## config.mk

```make
export PLATFORM = sky130hd
export DESIGN_NAME = bus040_initiator_flat
export DESIGN_NICKNAME = d
export VERILOG_FILES = /design/src/rtl/bus040_pkg.sv /design/src/rtl/bus040_if.sv /design/src/rtl/bus040_watchdog.sv /design/src/rtl/bus040_initiator.sv /design/src/flat_wrapper.sv
export SDC_FILE = /design/constraint.sdc
export NUM_CORES = 1
export LEC_CHECK = 0
export CORE_MARGIN = 2
export CORE_UTILIZATION = 43
export DETAILED_ROUTE_END_ITERATION = 10
export GPL_TIMING_DRIVEN = 0
export PLACE_DENSITY_LB_ADDON = 0.25
export SLEW_MARGIN = 20
export SYNTH_ARGS = -nofsm -noshare
export SYNTH_HDL_FRONTEND = slang
export SYNTH_SLANG_ARGS = --single-unit
```

## constraint.sdc

```tcl
create_clock -name CLK40 -period 5.3 [get_ports CLK40]
set_clock_uncertainty 0.05 [all_clocks]
set_input_delay 1.06 -clock CLK40 [delete_from_list [all_inputs] [get_ports CLK40]]
set_output_delay 1.06 -clock CLK40 [all_outputs]
set_load 0.01 [all_outputs]
```

## src/rtl/bus040_pkg.sv

```systemverilog
// Shared definitions for the 68040-style local bus initiator: SIZ codes, FSM states,
// default timing limits and small helpers used by the initiator and its watchdog.
package bus040_pkg;

    // Bus SIZ encodings
    localparam logic [1:0] SIZ_LONG = 2'b00;
    localparam logic [1:0] SIZ_BYTE = 2'b01;
    localparam logic [1:0] SIZ_WORD = 2'b10;
    localparam logic [1:0] SIZ_LINE = 2'b11;

    // Default watchdog limit and retry budget
    localparam int unsigned TIMEOUT_CYC_DEF = 256;
    localparam int unsigned RETRY_MAX_DEF   = 3;

    typedef enum logic [2:0] {
        StIdle,
        StStart,
        StWait,
        StBurst,
        StRetry,
        StFin
    } state_e;

    // Counter width able to hold 0..max_val
    function automatic int unsigned cnt_width(input int unsigned max_val);
        return $clog2(max_val + 1);
    endfunction

    // Next longword of a 16-byte line: A[3:2] wraps 3->0, A[31:4] is untouched
    function automatic logic [31:0] next_beat_addr(input logic [31:0] addr);
        return {addr[31:4], addr[3:2] + 2'd1, addr[1:0]};
    endfunction

endpackage

```

## src/rtl/bus040_if.sv

```systemverilog
// Request side and local bus side of the initiator, bundled for port connection.
// master = initiator view, slave = requester/responder view.
interface bus040_if;

    // Local request side
    logic        REQ;
    logic        REQ_RnW;
    logic [31:0] REQ_ADDR;
    logic [1:0]  REQ_SIZ;
    logic [31:0] WDATA;
    logic        WDATA_ACK;
    logic [31:0] RDATA;
    logic        RDATA_VLD;
    logic        BUSY;
    logic        DONE;
    logic        ERR;
    logic        TIMEOUT;

    // 68040-style bus side
    logic [31:0] A;
    logic        RnW;
    logic [1:0]  SIZ;
    logic        nTS;
    logic        nTIP;
    logic [31:0] D_OUT;
    logic        D_OE;
    logic [31:0] D_IN;
    logic        nTA;
    logic        nTEA;
    logic        nTBI;

    modport master (
        input  REQ, REQ_RnW, REQ_ADDR, REQ_SIZ, WDATA, D_IN, nTA, nTEA, nTBI,
        output WDATA_ACK, RDATA, RDATA_VLD, BUSY, DONE, ERR, TIMEOUT,
        output A, RnW, SIZ, nTS, nTIP, D_OUT, D_OE
    );

    modport slave (
        output REQ, REQ_RnW, REQ_ADDR, REQ_SIZ, WDATA, D_IN, nTA, nTEA, nTBI,
        input  WDATA_ACK, RDATA, RDATA_VLD, BUSY, DONE, ERR, TIMEOUT,
        input  A, RnW, SIZ, nTS, nTIP, D_OUT, D_OE
    );

endinterface

```

## src/rtl/bus040_watchdog.sv

```systemverilog
// Termination watchdog: counts enabled clocks since the last clear. expired_o flags that
// the current edge is the Limit-th one without a clear; the count holds there.
module bus040_watchdog
    import bus040_pkg::*;
#(
    parameter int unsigned Limit = TIMEOUT_CYC_DEF
) (
    input  logic CLK40,
    input  logic RESET,
    input  logic clr_i,
    input  logic en_i,
    output logic expired_o
);

    localparam int unsigned CntW = cnt_width(Limit);

    logic [CntW-1:0] cnt_q, cnt_d;

    assign expired_o = (cnt_q == CntW'(Limit - 1));

    // Clear wins over count; saturate once the limit is hit
    always_comb begin
        cnt_d = cnt_q;
        if (clr_i) begin
            cnt_d = '0;
        end else if (en_i && !expired_o) begin
            cnt_d = cnt_q + CntW'(1);
        end
    end

    // Counter register
    always_ff @(posedge CLK40 or posedge RESET) begin
        if (RESET) begin
            cnt_q <= '0;
        end else begin
            cnt_q <= cnt_d;
        end
    end

endmodule

```

## src/rtl/bus040_initiator.sv

```systemverilog
// 68040-style bus cycle initiator: turns a local request into TS/TIP cycles and waits for
// TA/TEA termination. Handles single cycles, 4-beat line bursts, burst-inhibit fallback to
// separate long cycles, TA+TEA retry and a no-termination watchdog. All outputs registered.
module bus040_initiator
    import bus040_pkg::*;
#(
    parameter int unsigned TIMEOUT_CYC = TIMEOUT_CYC_DEF,
    parameter int unsigned RETRY_MAX   = RETRY_MAX_DEF
) (
    input  logic     CLK40,
    input  logic     RESET,
    bus040_if.master bus
);

    localparam int unsigned RetryW = cnt_width(RETRY_MAX);

    state_e            state_q, state_d;
    logic [31:0]       a_q, a_d;
    logic              rnw_q, rnw_d;
    logic [1:0]        siz_q, siz_d;
    logic              nts_q, nts_d;
    logic              ntip_q, ntip_d;
    logic [31:0]       d_out_q, d_out_d;
    logic              d_oe_q, d_oe_d;
    logic [31:0]       rdata_q, rdata_d;
    logic              rdata_vld_q, rdata_vld_d;
    logic              wdata_ack_q, wdata_ack_d;
    logic              busy_q, busy_d;
    logic              done_q, done_d;
    logic              err_q, err_d;
    logic              timeout_q, timeout_d;
    logic [1:0]        beat_q, beat_d;
    logic [RetryW-1:0] retry_q, retry_d;
    logic              line_q, line_d;
    logic              fallback_q, fallback_d;

    logic ta, tea, tbi;
    logic wd_clr, wd_en, wd_expired;
    logic beat_ok, fin_go, fin_err, fin_to;

    assign ta  = ~bus.nTA;
    assign tea = ~bus.nTEA;
    assign tbi = ~bus.nTBI;

    assign wd_en = (state_q == StStart) || (state_q == StWait) || (state_q == StBurst);

    bus040_watchdog #(
        .Limit(TIMEOUT_CYC)
    ) u_watchdog (
        .CLK40    (CLK40),
        .RESET    (RESET),
        .clr_i    (wd_clr),
        .en_i     (wd_en),
        .expired_o(wd_expired)
    );

    // Next-state and registered-output logic
    always_comb begin
        state_d     = state_q;
        a_d         = a_q;
        rnw_d       = rnw_q;
        siz_d       = siz_q;
        nts_d       = 1'b1;
        ntip_d      = ntip_q;
        d_out_d     = d_out_q;
        d_oe_d      = d_oe_q;
        rdata_d     = rdata_q;
        rdata_vld_d = 1'b0;
        wdata_ack_d = 1'b0;
        busy_d      = busy_q;
        done_d      = 1'b0;
        err_d       = err_q;
        timeout_d   = timeout_q;
        beat_d      = beat_q;
        retry_d     = retry_q;
        line_d      = line_q;
        fallback_d  = fallback_q;
        wd_clr      = 1'b0;
        beat_ok     = 1'b0;
        fin_go      = 1'b0;
        fin_err     = 1'b0;
        fin_to      = 1'b0;

        // Requester presents the next write beat in the clock after WDATA_ACK
        if (wdata_ack_q) begin
            d_out_d = bus.WDATA;
        end

        unique case (state_q)
            StIdle: begin
                if (bus.REQ) begin
                    state_d    = StStart;
                    a_d        = bus.REQ_ADDR;
                    rnw_d      = bus.REQ_RnW;
                    siz_d      = bus.REQ_SIZ;
                    line_d     = (bus.REQ_SIZ == SIZ_LINE);
                    nts_d      = 1'b0;
                    ntip_d     = 1'b0;
                    d_oe_d     = ~bus.REQ_RnW;
                    d_out_d    = bus.WDATA;
                    busy_d     = 1'b1;
                    err_d      = 1'b0;
                    timeout_d  = 1'b0;
                    beat_d     = 2'd0;
                    retry_d    = '0;
                    fallback_d = 1'b0;
                    wd_clr     = 1'b1;
                end
            end
            StStart: begin
                state_d = StWait;
            end
            StWait: begin
                if (ta && tea) begin
                    if (retry_q == RetryW'(RETRY_MAX)) begin
                        fin_go  = 1'b1;
                        fin_err = 1'b1;
                    end else begin
                        retry_d = retry_q + RetryW'(1);
                        ntip_d  = 1'b1;
                        state_d = StRetry;
                    end
                end else if (tea) begin
                    fin_go  = 1'b1;
                    fin_err = 1'b1;
                end else if (ta) begin
                    beat_ok = 1'b1;
                    if (!line_q || beat_q == 2'd3) begin
                        fin_go = 1'b1;
                    end else begin
                        beat_d = beat_q + 2'd1;
                        a_d    = next_beat_addr(a_q);
                        // Burst inhibited: finish the line as separate long cycles
                        if (fallback_q || tbi) begin
                            fallback_d = 1'b1;
                            siz_d      = SIZ_LONG;
                            nts_d      = 1'b0;
                            wd_clr     = 1'b1;
                            state_d    = StStart;
                        end else begin
                            state_d = StBurst;
                        end
                    end
                end else if (wd_expired) begin
                    fin_go  = 1'b1;
                    fin_err = 1'b1;
                    fin_to  = 1'b1;
                end
            end
            StBurst: begin
                if (tea) begin
                    fin_go  = 1'b1;
                    fin_err = 1'b1;
                end else if (ta) begin
                    beat_ok = 1'b1;
                    if (beat_q == 2'd3) begin
                        fin_go = 1'b1;
                    end else begin
                        beat_d = beat_q + 2'd1;
                        a_d    = next_beat_addr(a_q);
                    end
                end else if (wd_expired) begin
                    fin_go  = 1'b1;
                    fin_err = 1'b1;
                    fin_to  = 1'b1;
                end
            end
            StRetry: begin
                state_d = StStart;
                nts_d   = 1'b0;
                ntip_d  = 1'b0;
                wd_clr  = 1'b1;
            end
            StFin: begin
                state_d = StIdle;
                busy_d  = 1'b0;
            end
            default: begin
                state_d = StIdle;
            end
        endcase

        if (beat_ok) begin
            wd_clr = 1'b1;
            if (rnw_q) begin
                rdata_d     = bus.D_IN;
                rdata_vld_d = 1'b1;
            end else begin
                wdata_ack_d = 1'b1;
            end
        end

        if (fin_go) begin
            state_d   = StFin;
            ntip_d    = 1'b1;
            d_oe_d    = 1'b0;
            done_d    = 1'b1;
            err_d     = fin_err;
            timeout_d = fin_to;
        end
    end

    // State and output registers; reset releases the bus immediately
    always_ff @(posedge CLK40 or posedge RESET) begin
        if (RESET) begin
            state_q     <= StIdle;
            a_q         <= '0;
            rnw_q       <= 1'b1;
            siz_q       <= SIZ_LONG;
            nts_q       <= 1'b1;
            ntip_q      <= 1'b1;
            d_out_q     <= '0;
            d_oe_q      <= 1'b0;
            rdata_q     <= '0;
            rdata_vld_q <= 1'b0;
            wdata_ack_q <= 1'b0;
            busy_q      <= 1'b0;
            done_q      <= 1'b0;
            err_q       <= 1'b0;
            timeout_q   <= 1'b0;
            beat_q      <= 2'd0;
            retry_q     <= '0;
            line_q      <= 1'b0;
            fallback_q  <= 1'b0;
        end else begin
            state_q     <= state_d;
            a_q         <= a_d;
            rnw_q       <= rnw_d;
            siz_q       <= siz_d;
            nts_q       <= nts_d;
            ntip_q      <= ntip_d;
            d_out_q     <= d_out_d;
            d_oe_q      <= d_oe_d;
            rdata_q     <= rdata_d;
            rdata_vld_q <= rdata_vld_d;
            wdata_ack_q <= wdata_ack_d;
            busy_q      <= busy_d;
            done_q      <= done_d;
            err_q       <= err_d;
            timeout_q   <= timeout_d;
            beat_q      <= beat_d;
            retry_q     <= retry_d;
            line_q      <= line_d;
            fallback_q  <= fallback_d;
        end
    end

    assign bus.A         = a_q;
    assign bus.RnW       = rnw_q;
    assign bus.SIZ       = siz_q;
    assign bus.nTS       = nts_q;
    assign bus.nTIP      = ntip_q;
    assign bus.D_OUT     = d_out_q;
    assign bus.D_OE      = d_oe_q;
    assign bus.RDATA     = rdata_q;
    assign bus.RDATA_VLD = rdata_vld_q;
    assign bus.WDATA_ACK = wdata_ack_q;
    assign bus.BUSY      = busy_q;
    assign bus.DONE      = done_q;
    assign bus.ERR       = err_q;
    assign bus.TIMEOUT   = timeout_q;

endmodule

```

## src/flat_wrapper.sv

```systemverilog
// flat-port wrapper written by rule: the top's interface ports become plain ports
module bus040_initiator_flat import bus040_pkg::*;
#(
    parameter int unsigned TIMEOUT_CYC = TIMEOUT_CYC_DEF,
    parameter int unsigned RETRY_MAX   = RETRY_MAX_DEF
)
  (CLK40, RESET, bus_REQ, bus_REQ_RnW, bus_REQ_ADDR, bus_REQ_SIZ, bus_WDATA, bus_D_IN, bus_nTA, bus_nTEA, bus_nTBI, bus_WDATA_ACK, bus_RDATA, bus_RDATA_VLD, bus_BUSY, bus_DONE, bus_ERR, bus_TIMEOUT, bus_A, bus_RnW, bus_SIZ, bus_nTS, bus_nTIP, bus_D_OUT, bus_D_OE);
  bus040_if bus_i ();
  input  logic CLK40;
  input  logic RESET;
  input wire logic [$bits(bus_i.REQ)-1:0] bus_REQ;
  input wire logic [$bits(bus_i.REQ_RnW)-1:0] bus_REQ_RnW;
  input wire logic [$bits(bus_i.REQ_ADDR)-1:0] bus_REQ_ADDR;
  input wire logic [$bits(bus_i.REQ_SIZ)-1:0] bus_REQ_SIZ;
  input wire logic [$bits(bus_i.WDATA)-1:0] bus_WDATA;
  input wire logic [$bits(bus_i.D_IN)-1:0] bus_D_IN;
  input wire logic [$bits(bus_i.nTA)-1:0] bus_nTA;
  input wire logic [$bits(bus_i.nTEA)-1:0] bus_nTEA;
  input wire logic [$bits(bus_i.nTBI)-1:0] bus_nTBI;
  output wire logic [$bits(bus_i.WDATA_ACK)-1:0] bus_WDATA_ACK;
  output wire logic [$bits(bus_i.RDATA)-1:0] bus_RDATA;
  output wire logic [$bits(bus_i.RDATA_VLD)-1:0] bus_RDATA_VLD;
  output wire logic [$bits(bus_i.BUSY)-1:0] bus_BUSY;
  output wire logic [$bits(bus_i.DONE)-1:0] bus_DONE;
  output wire logic [$bits(bus_i.ERR)-1:0] bus_ERR;
  output wire logic [$bits(bus_i.TIMEOUT)-1:0] bus_TIMEOUT;
  output wire logic [$bits(bus_i.A)-1:0] bus_A;
  output wire logic [$bits(bus_i.RnW)-1:0] bus_RnW;
  output wire logic [$bits(bus_i.SIZ)-1:0] bus_SIZ;
  output wire logic [$bits(bus_i.nTS)-1:0] bus_nTS;
  output wire logic [$bits(bus_i.nTIP)-1:0] bus_nTIP;
  output wire logic [$bits(bus_i.D_OUT)-1:0] bus_D_OUT;
  output wire logic [$bits(bus_i.D_OE)-1:0] bus_D_OE;
  assign bus_i.REQ = bus_REQ;
  assign bus_i.REQ_RnW = bus_REQ_RnW;
  assign bus_i.REQ_ADDR = bus_REQ_ADDR;
  assign bus_i.REQ_SIZ = bus_REQ_SIZ;
  assign bus_i.WDATA = bus_WDATA;
  assign bus_i.D_IN = bus_D_IN;
  assign bus_i.nTA = bus_nTA;
  assign bus_i.nTEA = bus_nTEA;
  assign bus_i.nTBI = bus_nTBI;
  assign bus_WDATA_ACK = bus_i.WDATA_ACK;
  assign bus_RDATA = bus_i.RDATA;
  assign bus_RDATA_VLD = bus_i.RDATA_VLD;
  assign bus_BUSY = bus_i.BUSY;
  assign bus_DONE = bus_i.DONE;
  assign bus_ERR = bus_i.ERR;
  assign bus_TIMEOUT = bus_i.TIMEOUT;
  assign bus_A = bus_i.A;
  assign bus_RnW = bus_i.RnW;
  assign bus_SIZ = bus_i.SIZ;
  assign bus_nTS = bus_i.nTS;
  assign bus_nTIP = bus_i.nTIP;
  assign bus_D_OUT = bus_i.D_OUT;
  assign bus_D_OE = bus_i.D_OE;
  bus040_initiator #(.TIMEOUT_CYC(TIMEOUT_CYC), .RETRY_MAX(RETRY_MAX)) u_core (.CLK40(CLK40), .RESET(RESET), .bus(bus_i));
endmodule
```

==> impl_metrics.yaml, run 1 <==
logic_synthesis:
  yosys-top-cells-area: "dfrtp_1, mux2_2, nand2_1"
  ys_types: 47
  yosysTopAreaCellShare_pct: 59.1
  async_flop_share_pct: 100
  synth_seq_area_share_pct: 60.6
  synthCells: 440
  ys.flop_type: "dfrtp_1"
  syn_avg_cell_area_um2: 11.8
  synth_area_um2: 5200
  syn-num-nets: 549
  synth_edf_count: 0
  ys_ff_latch: 126
  synth_top_cell_by_area: "dfrtp_1"
  synth_warnings: 0
outcome:
  status: "completed"
placed_design:
  port-buffer-count: 211
  dp_hpwl_mm: 10.2
  gp_congestion: 0.842
min_path:
  hp-class: "flip-flop to flip-flop"
  hp-start: "u_core.bus.A[8]"
grt:
  grt_start_max_net_pins: 69
  grt_overflow_total: 0
  grt_use_total_pct: 21.4
  first_global_vias: 4114
  grt_antenna_before_repair: 0
  grt_pass1_wl_mm: 21.1
setup_path:
  crit_path_end: "u_core.bus.D_OUT[19]"
  cp_max_fo: 10
  critPathCaptureType: "flip-flop"
  reg2reg_depth: 9
  r2r_slack_ns: 3.10
  path_class: "input port to flip-flop"
  r2r_start: "u_core.u_watchdog.cnt_q[0]"
  cp.required_ns: 5.54
  cp-startpoint: "bus_REQ"
  r2r_end: "u_core.u_watchdog.cnt_q[4]"
  startpoint_type: "input port"
  cp.arrival_ns: 3.01
routing:
  firstDrtPassIters: 4
  wl_per_cell_um: 16.3
  viasPerCell: 4.97
  dr_wl_met2_mm: 6.63
  top_layer: "met4"
  vias: 4134
  drc: 0
  drt.antenna.violating_nets: 0
  m1WireLength_mm: 5.42
  totalWireLength_mm: 13.6
  drtIter0Drc: 212
  dr_wl_met3_mm: 1.04
clocking:
  cts_resized: 0
  cts_tree: "built"
  cts_max_level: 4
  cts_inserted_buffers: 17
  clock_latency_ns: 0.41
  holdBufCountCts: 0
  clkTransAtPathRegs_ns: 0.05
  cts_root_buf: "clkbuf_16"
  clkSinkCount: 126
  cts_buffer_depth: 2
  cts_setup_buffers: 0
sta:
  max_clock_freq_mhz: 361
  rsz0062_at_grt: "no"
  drv_slew: 0
  hold_viol: 0
  max_slew.worst_pin.slew_ns: 0.549
  max_slew_margin_pct: 63.0
  setup_viol_count_final: 0
  min_period_ns: 2.77
  finalCritPeriodShare_pct: 52.2
cells_and_area:
  final_util_pct: 67.9
  antenna_cells: 0
  syn_to_final_growth_pct: 55.4
  drive_above_1_share_pct: 17.0
  nets: 780
power:
  power_density_nw_per_um2: 583
  total_leakage_power_uw: 0.00351
  ir_worst_vdd_v: 0.000273
  finalPower_uw: 4720
floorplanning:
  core_region_area_um2: 11900
  die_area_um2: 13000
  rows: 40
  die_h_um: 114
  boundaryPins: 213
  initial_core_util_pct: 43.7
  chipWidth_um: 114
flow_run:
  maxCapViolCount: 0
## synth_stat cells, types with 4 or more instances
master	number
dfrtp_1	123
nand2_1	70
mux2_2	64
o21ai_0	39
nor2_1	19
clkbuf_1	13
buf_2	11
nand3_1	11
inv_1	10
nand2b_1	7
xnor2_1	6
a21oi_1	5
ha_1	4
nor2b_1	4
nor3_1	4
nor4_1	4
o21ai_1	4
## routing by layer
| layer | global-route usage, % | vias to the layer above |
|---|---|---|
| met4 | 10.9 | 0 |
| met2 | 34.3 | 155 |
| met1 | 25.4 | 1968 |
| met5 | 0 | - |
| li1 | - | 1974 |
| met3 | 7.70 | 37 |
## worst min path at each step
stage                              to  slack (ns)  cells past startpoint
finish                u_core.bus.A[8]        0.43                      2
global route         u_core.bus.A[21]        0.44                      2
CTS                   u_core.bus.A[8]        0.43                      2
detailed placement    u_core.bus.A[8]        0.42                      2
global placement     u_core.bus.A[18]        0.41                      2
floorplan           u_core.retry_q[0]        0.42                      1
## placed cells by master, fill, tap and decap left out, drive strengths merged, types with 4 or more instances in the layout
master / count
a21oi: 5
buf: 14
clkbuf: 41
clkdlybuf4s50: 211
dfrtp: 123
ha: 4
inv: 10
mux2: 64
nand2: 70
nand2b: 7
nand3: 12
nor2: 19
nor2b: 4
nor3: 4
nor4: 4
o21ai: 44
xnor2: 6
## critical path, cell delays in order
cell and delay [ns]:
clkdlybuf4s50_1 0.48, nor2b_1 0.18, and2_1 0.20, nor2_1 0.36, buf_2 0.34, mux2_2 0.38
## area by class of cell
cell class | count | area (µm²)
inverter | 10 | 42.5
clock buffer | 28 | 527
clock inverter | 4 | 26.3
sequential | 126 | 3160
fill | 912 | 3820
buffer | 26 | 126
timing repair buffer | 212 | 2140
multi-input combinational | 278 | 1880
tap | 147 | 184
## per-stage QoR
stage,worst slack [ns],area [µm²],setup TNS [ns],cells,hold slack (ns)
floorplan,0.839,5200,0,440,0.416
global placement,-0.849,7500,-103.36,798,0.411
detailed placement,2.12,7530,0,799,0.420
CTS,2.54,8090,0,831,0.432
global route,2.41,8090,0,831,0.445
finish,2.53,8090,0,831,0.426
## flip-flops by register name (all words and copies together), names as in the netlist
register and cells:
u_core.bus.A 32, u_core.bus.TIMEOUT 1, u_core.bus.D_OUT 32, u_core.bus.RnW 1
u_core.state_q 3, u_core.bus.nTIP 1, u_core.line_q 1, u_core.bus.nTS 1
u_core.retry_q 2, u_core.bus.WDATA_ACK 1, u_core.bus.RDATA_VLD 1, u_core.bus.RDATA 32
u_core.bus.D_OE 1, u_core.beat_q 2, u_core.u_watchdog.cnt_q 9, u_core.fallback_q 1
u_core.bus.ERR 1, u_core.bus.SIZ 2, u_core.bus.BUSY 1, u_core.bus.DONE 1
## kinds of logic after synthesis
| family | count (synthesis) | share of synthesized area [%] |
|---|---|---|
| buffers and inverters | 36 | 3.15 |
| muxes | 66 | 14.2 |
| DFF | 126 | 60.6 |
| and+or+nand+nor | 136 | 12.2 |
| xor gates and xnor gates | 7 | 1.18 |
| AOI/OAI and AO/OA | 65 | 7.67 |
| adders and majority gates | 4 | 0.962 |
## power breakdown
group	internal [µW]	total [µW]	switching [µW]
Combinational	1150	2020	870
Clock	671	1060	393
Sequential	1400	1630	234
No activity file was read; power rests on OpenSTA's default activity.
==> run 2, diff against run 1 <==
Clock period 5.3 ns to 2.8 ns, I/O delays scaled along.
==> run 2 against run 1 <==
- sequential power grew 90%
- die area unchanged
- cell count rose by 0.36%
- first-iteration DRC count rose by 35%
- highest routed layer unchanged
- final area rose by 1.2%
- flip-flop and latch count did not move
- via count grew 1.4%
- worst hold slack improved by 0.0020 ns
- non-clock buffer count rose by 3
- total power grew 93%
- combinational power increased by 91%
- clock power rose by 100%
==> impl_metrics.yaml, run 2 (synthesized netlist as in run 1, its figures left out) <==
outcome:
  status: "completed"
sta:
  drv_slew: 0
  rsz0062_at_grt: "no"
  max_slew_margin_pct: 60.8
  max_slew.worst_pin.slew_ns: 0.581
  finalCritPeriodShare_pct: 79.1
  setup_viol_count_final: 0
  fin_ws_ns: 0.585
  max_clock_freq_mhz: 451
  min_period_ns: 2.22
  hold_viol: 0
setup_path:
  crit_family: "simple AND/OR/NAND/NOR gates"
  startpoint_type: "flip-flop"
  cpPeakStageDelay_ns: 0.39
  cp.arrival_ns: 2.45
  cpMaxStageDelayCell: "dfrtp_1"
  r2r_slack_ns: 0.58
  cp.required_ns: 3.04
  critPathCaptureType: "flip-flop"
  r2r_end: "u_core.u_watchdog.cnt_q[5]"
  reg2reg_depth: 9
  crit_buf_inv: 1
  cp_max_fo: 8
  path_class: "flip-flop to flip-flop"
  r2r_start: "u_core.u_watchdog.cnt_q[0]"
  crit_path_cell_trace: "ha_1 -> nand3_1 -> nor2_1 -> ha_1 -> or2_2 -> clkbuf_1 -> nor4_1 -> xnor2_1 -> nor2_1"
cells_and_area:
  nets: 783
  antenna_cells: 0
  fin_area_um2: 8190
  drive_above_1_share_pct: 17.6
  final_common_cell: "clkdlybuf4s50_1"
  syn_to_final_growth_pct: 57.3
  final_util_pct: 68.7
  final_cell_mix: "clkdlybuf4s50_1, dfrtp_1, nand2_1, mux2_2, o21ai_0"
placed_design:
  port-buffer-count: 211
  dp_hpwl_mm: 10.6
  gp_congestion: 0.843
  dpl_cell_area_um2: 7590
  dp_slack_ns: 0.180
floorplanning:
  core_region_area_um2: 11900
  die_h_um: 114
  chipWidth_um: 114
  rows: 40
  die_area_um2: 13000
  initial_core_util_pct: 43.7
  boundaryPins: 213
grt:
  first_global_vias: 4259
  grt_pass1_wl_mm: 22.4
  grt_use_total_pct: 22.7
  grt_start_max_net_pins: 33
  grt_antenna_before_repair: 0
  grt_overflow_total: 0
min_path:
  holdPathStages: 2
  hp-start: "u_core.bus.A[1]"
  hp-class: "flip-flop to flip-flop"
  min_to: "u_core.bus.A[1]"
routing:
  drc: 0
  drtIter0Drc: 286
  totalWireLength_mm: 14.2
  vias: 4192
  viasPerCell: 5.03
  firstDrtPassIters: 4
  drt.antenna.violating_nets: 0
  wl_per_cell_um: 17.1
clocking:
  clkTransAtPathRegs_ns: 0.05
  clkSinkCount: 126
  cts_max_level: 4
  cts_setup_buffers: 0
  cts_buffer_depth: 2
  cts_resized: 0
  holdBufCountCts: 0
  cts_root_buf: "clkbuf_16"
  cts_inserted_buffers: 17
  cts_tree: "built"
  clock_latency_ns: 0.41
power:
  ir_worst_vdd_v: 0.000608
  power_density_nw_per_um2: 1110
  total_leakage_power_uw: 0.00356
flow_run:
  maxCapViolCount: 0
-- run 2: changes by cell type in the layout (fill, tap and decap cells not counted), sizes merged --
cell / delta
inv: -1
clkinvlp: +1
clkinv: -1
bufinv: +1
buf: +3
-- run 2: layout make-up --
class,instances,area (µm²)
Fill cell,890,3720
Timing Repair Buffer,215,2200
Buffer,26,126
Tap cell,147,184
Clock buffer,28,547
Inverter,10,41.3
Sequential cell,126,3160
Clock inverter,4,47.5
Multi-Input combinational cell,278,1880
-- run 2: per-layer routing --
metal  global-route usage (%)  routed length (µm)  up-vias
met5                        0                   0        -
met1                     28.0                5850     2035
met2                     37.5                7120      149
li1                         -                   -     1984
met3                     6.85                 986       24
met4                     9.43                 293        0
-- run 2: how the worst max path moves through the flow --
stage	from	endpoint	slack, ns	depth (start not counted)
after global routing	bus_REQ	u_core.bus.D_OUT[16]	0.47	6
after CTS	u_core.u_watchdog.cnt_q[0]	u_core.u_watchdog.cnt_q[5]	0.57	9
final	u_core.u_watchdog.cnt_q[0]	u_core.u_watchdog.cnt_q[5]	0.58	9
after floorplan	RESET	u_core.beat_q[0]	0.64	1
after global placement	RESET	u_core.u_watchdog.cnt_q[7]	-0.49	2
after detailed placement	bus_REQ	u_core.bus.D_OUT[4]	0.18	6
-- run 2: worst register-to-register path, delay by kind of cell, from the launching register on --
kind                     cells  cell delay [ns]
adder cells (fa/ha/maj)      2             0.44
flip-flops                   1             0.39
AND/OR/NAND/NOR              5             0.86
buffers and inverters        1             0.19
XOR/XNOR                     1             0.17
-- run 2: power by group --
part	internal [µW]	switching, µW
clock	1410	743
sequential	2650	454
combinational	2180	1680
total	6240	2870
-- run 2: metrics by stage --
| step | TNS (ns) | cells | hold WS [ns] | total power, µW |
|---|---|---|---|---|
| 2_1_floorplan | 0 | 440 | 0.416 | 4910 |
| 3_3_place_gp | -58.80 | 798 | 0.411 | 6830 |
| 3_5_place_dp | 0 | 802 | 0.424 | 7000 |
| 4_1_cts | 0 | 834 | 0.436 | 9200 |
| 5_1_grt | 0 | 834 | 0.459 | 9670 |
| 6_report | 0 | 834 | 0.428 | 9110 |
==> run 3, diff against run 2 <==
Clock period 2.8 ns to 2.2 ns, I/O delays scaled along.
==> run 3 against run 2 <==
- sequential share of layout area about the same
- cell count down 0.12%
- core utilization up 0.063 points
- combinational power up 27%
- non-clock buffer count down 1
- first-iteration DRC count down 1.0%
- critical path type unchanged
- critical endpoint is now u_core.u_watchdog.cnt_q[4]
- largest cell class unchanged
- highest routed layer unchanged
==> impl_metrics.yaml, run 3 (synthesized netlist as in run 1, its figures left out) <==
setup_path:
  r2r_start: "u_core.u_watchdog.cnt_q[0]"
  cp-startpoint: "u_core.u_watchdog.cnt_q[0]"
  crit_path_end: "u_core.u_watchdog.cnt_q[4]"
  path_depth: 8
  critPathCaptureType: "flip-flop"
  crit_path_cell_trace: "ha_1 -> nand3_1 -> nor2_1 -> ha_1 -> or2_2 -> nor4b_1 -> xnor2_1 -> nor2_1"
  cp.required_ns: 2.44
  startpoint_type: "flip-flop"
  path_class: "flip-flop to flip-flop"
  crit_family: "simple AND/OR/NAND/NOR gates"
  cp_max_fo: 8
  crit_buf_inv: 0
  cpMaxStageDelayCell: "dfrtp_1"
  r2r_end: "u_core.u_watchdog.cnt_q[4]"
  r2r_slack_ns: 0.11
  reg2reg_depth: 8
  cp.arrival_ns: 2.33
  cpPeakStageDelay_ns: 0.39
power:
  total_leakage_power_uw: 0.00356
  p_int_uw: 7940
  power_density_nw_per_um2: 1420
  switching_power_uw: 3670
  power_frac_clock_pct: 23.6
  seqPwrFrac_pct: 34.0
  swShare_pct: 31.6
  pwr-share-comb_pct: 42.4
  finalPower_uw: 11600
  ir_worst_vdd_v: 0.000774
clocking:
  holdBufCountCts: 0
  clkSinkCount: 126
  cts_inserted_buffers: 17
  cts_buffer_depth: 2
  clock_latency_ns: 0.41
  cts_max_level: 4
  clkTransAtPathRegs_ns: 0.05
  cts_root_buf: "clkbuf_16"
  cts_tree: "built"
sta:
  drv_slew: 0
  max_slew_margin_pct: 61.0
  rsz0062_at_grt: "no"
  max_slew.worst_pin.slew_ns: 0.579
  worst_hold_slack_ns: 0.335
  hold_viol: 0
  setup_viol_count_final: 0
  fin_ws_ns: 0.107
  finalCritPeriodShare_pct: 95.1
  max_clock_freq_mhz: 478
  min_period_ns: 2.09
outcome:
  status: "completed"
cells_and_area:
  fill_cells: 886
  final_common_cell: "clkdlybuf4s50_1"
  fin_area_um2: 8190
  drive_above_1_share_pct: 18.1
  syn_to_final_growth_pct: 57.4
  nets: 782
  final_cell_mix: "clkdlybuf4s50_1, dfrtp_1, nand2_1, mux2_2, o21ai_0"
  antenna_cells: 0
grt:
  grt_antenna_before_repair: 0
  grt_start_max_net_pins: 33
  grt_use_total_pct: 22.8
  first_global_vias: 4259
  grt_overflow_total: 0
  grt_pass1_wl_mm: 22.5
floorplanning:
  core_region_area_um2: 11900
  chipWidth_um: 114
  die_h_um: 114
  die_area_um2: 13000
  rows: 40
  initial_core_util_pct: 43.7
  boundaryPins: 213
placed_design:
  dpl_cell_area_um2: 7590
  gp_congestion: 0.843
  port-buffer-count: 211
  dp_hpwl_mm: 10.6
  dp_slack_ns: -0.300
routing:
  drc: 0
  wl_per_cell_um: 17.1
  firstDrtPassIters: 4
  totalWireLength_mm: 14.2
  drt.antenna.violating_nets: 0
  viasPerCell: 5.02
  drtIter0Drc: 283
  vias: 4180
min_path:
  holdPathStages: 3
  hp-class: "input port to flip-flop"
flow_run:
  maxCapViolCount: 0
run 3: how the worst min path moves through the flow:
stage	from	end	slack (ns)
floorplan	u_core.retry_q[0]	u_core.retry_q[0]	0.42
global placement	u_core.bus.A[28]	u_core.bus.A[28]	0.41
detailed placement	u_core.bus.A[14]	u_core.bus.A[14]	0.42
CTS	bus_nTA	u_core.bus.TIMEOUT	0.32
global route	bus_nTA	u_core.bus.TIMEOUT	0.35
finish	bus_nTA	u_core.bus.TIMEOUT	0.33
run 3: metal layers:
layer	GRT usage, %	up-vias	routed length [µm]
met5	0	-	0
met4	9.43	0	316
met2	37.5	153	7080
li1	-	1983	-
met1	28.1	2019	5850
met3	6.85	25	992
run 3: final cells by class:
class	count	area [µm²]	area share [%]
repair buffers	215	2200	26.8
well taps	147	184	2.24
flip-flops and latches	126	3160	38.5
clock inverters	4	47.5	0.580
inverters	10	41.3	0.504
clock buffers	28	547	6.67
plain buffers	25	123	1.50
multi-input cells	278	1900	23.1
run 3: worst reg2reg max path, delay by kind of cell (launching register included):
family | cells | cell delay, ns
flip-flops | 1 | 0.39
AND/OR/NAND/NOR | 5 | 0.91
adder cells (fa/ha/maj) | 2 | 0.44
XOR/XNOR | 1 | 0.17
run 3: repair_timing:
item	CTS	global route
gates resized for setup	1	2
setup buffers	0	0
pin swaps	0	0
setup endpoints to repair	2	16
gates cloned	0	0
run 3: per-stage QoR:
stage                     util, %  TNS [ns]  cells
after floorplan                 -         0    440
after global placement       63.0   -136.41    798
after detailed placement     63.7    -18.96    802
after CTS                    68.8   -0.0311    834
after global routing         68.8         0    833
final                        68.8         0    833
run 3: power by group through the flow:
stage / clock, µW / combinational (µW) / sequential [µW]
final: 2740 / 4920 / 3950
after global routing: 2900 / 5340 / 4080
after CTS: 2790 / 4970 / 3950
after detailed placement: 0 / 4930 / 3980
after global placement: 0 / 4790 / 3900
after floorplan: 0 / 1900 / 4340
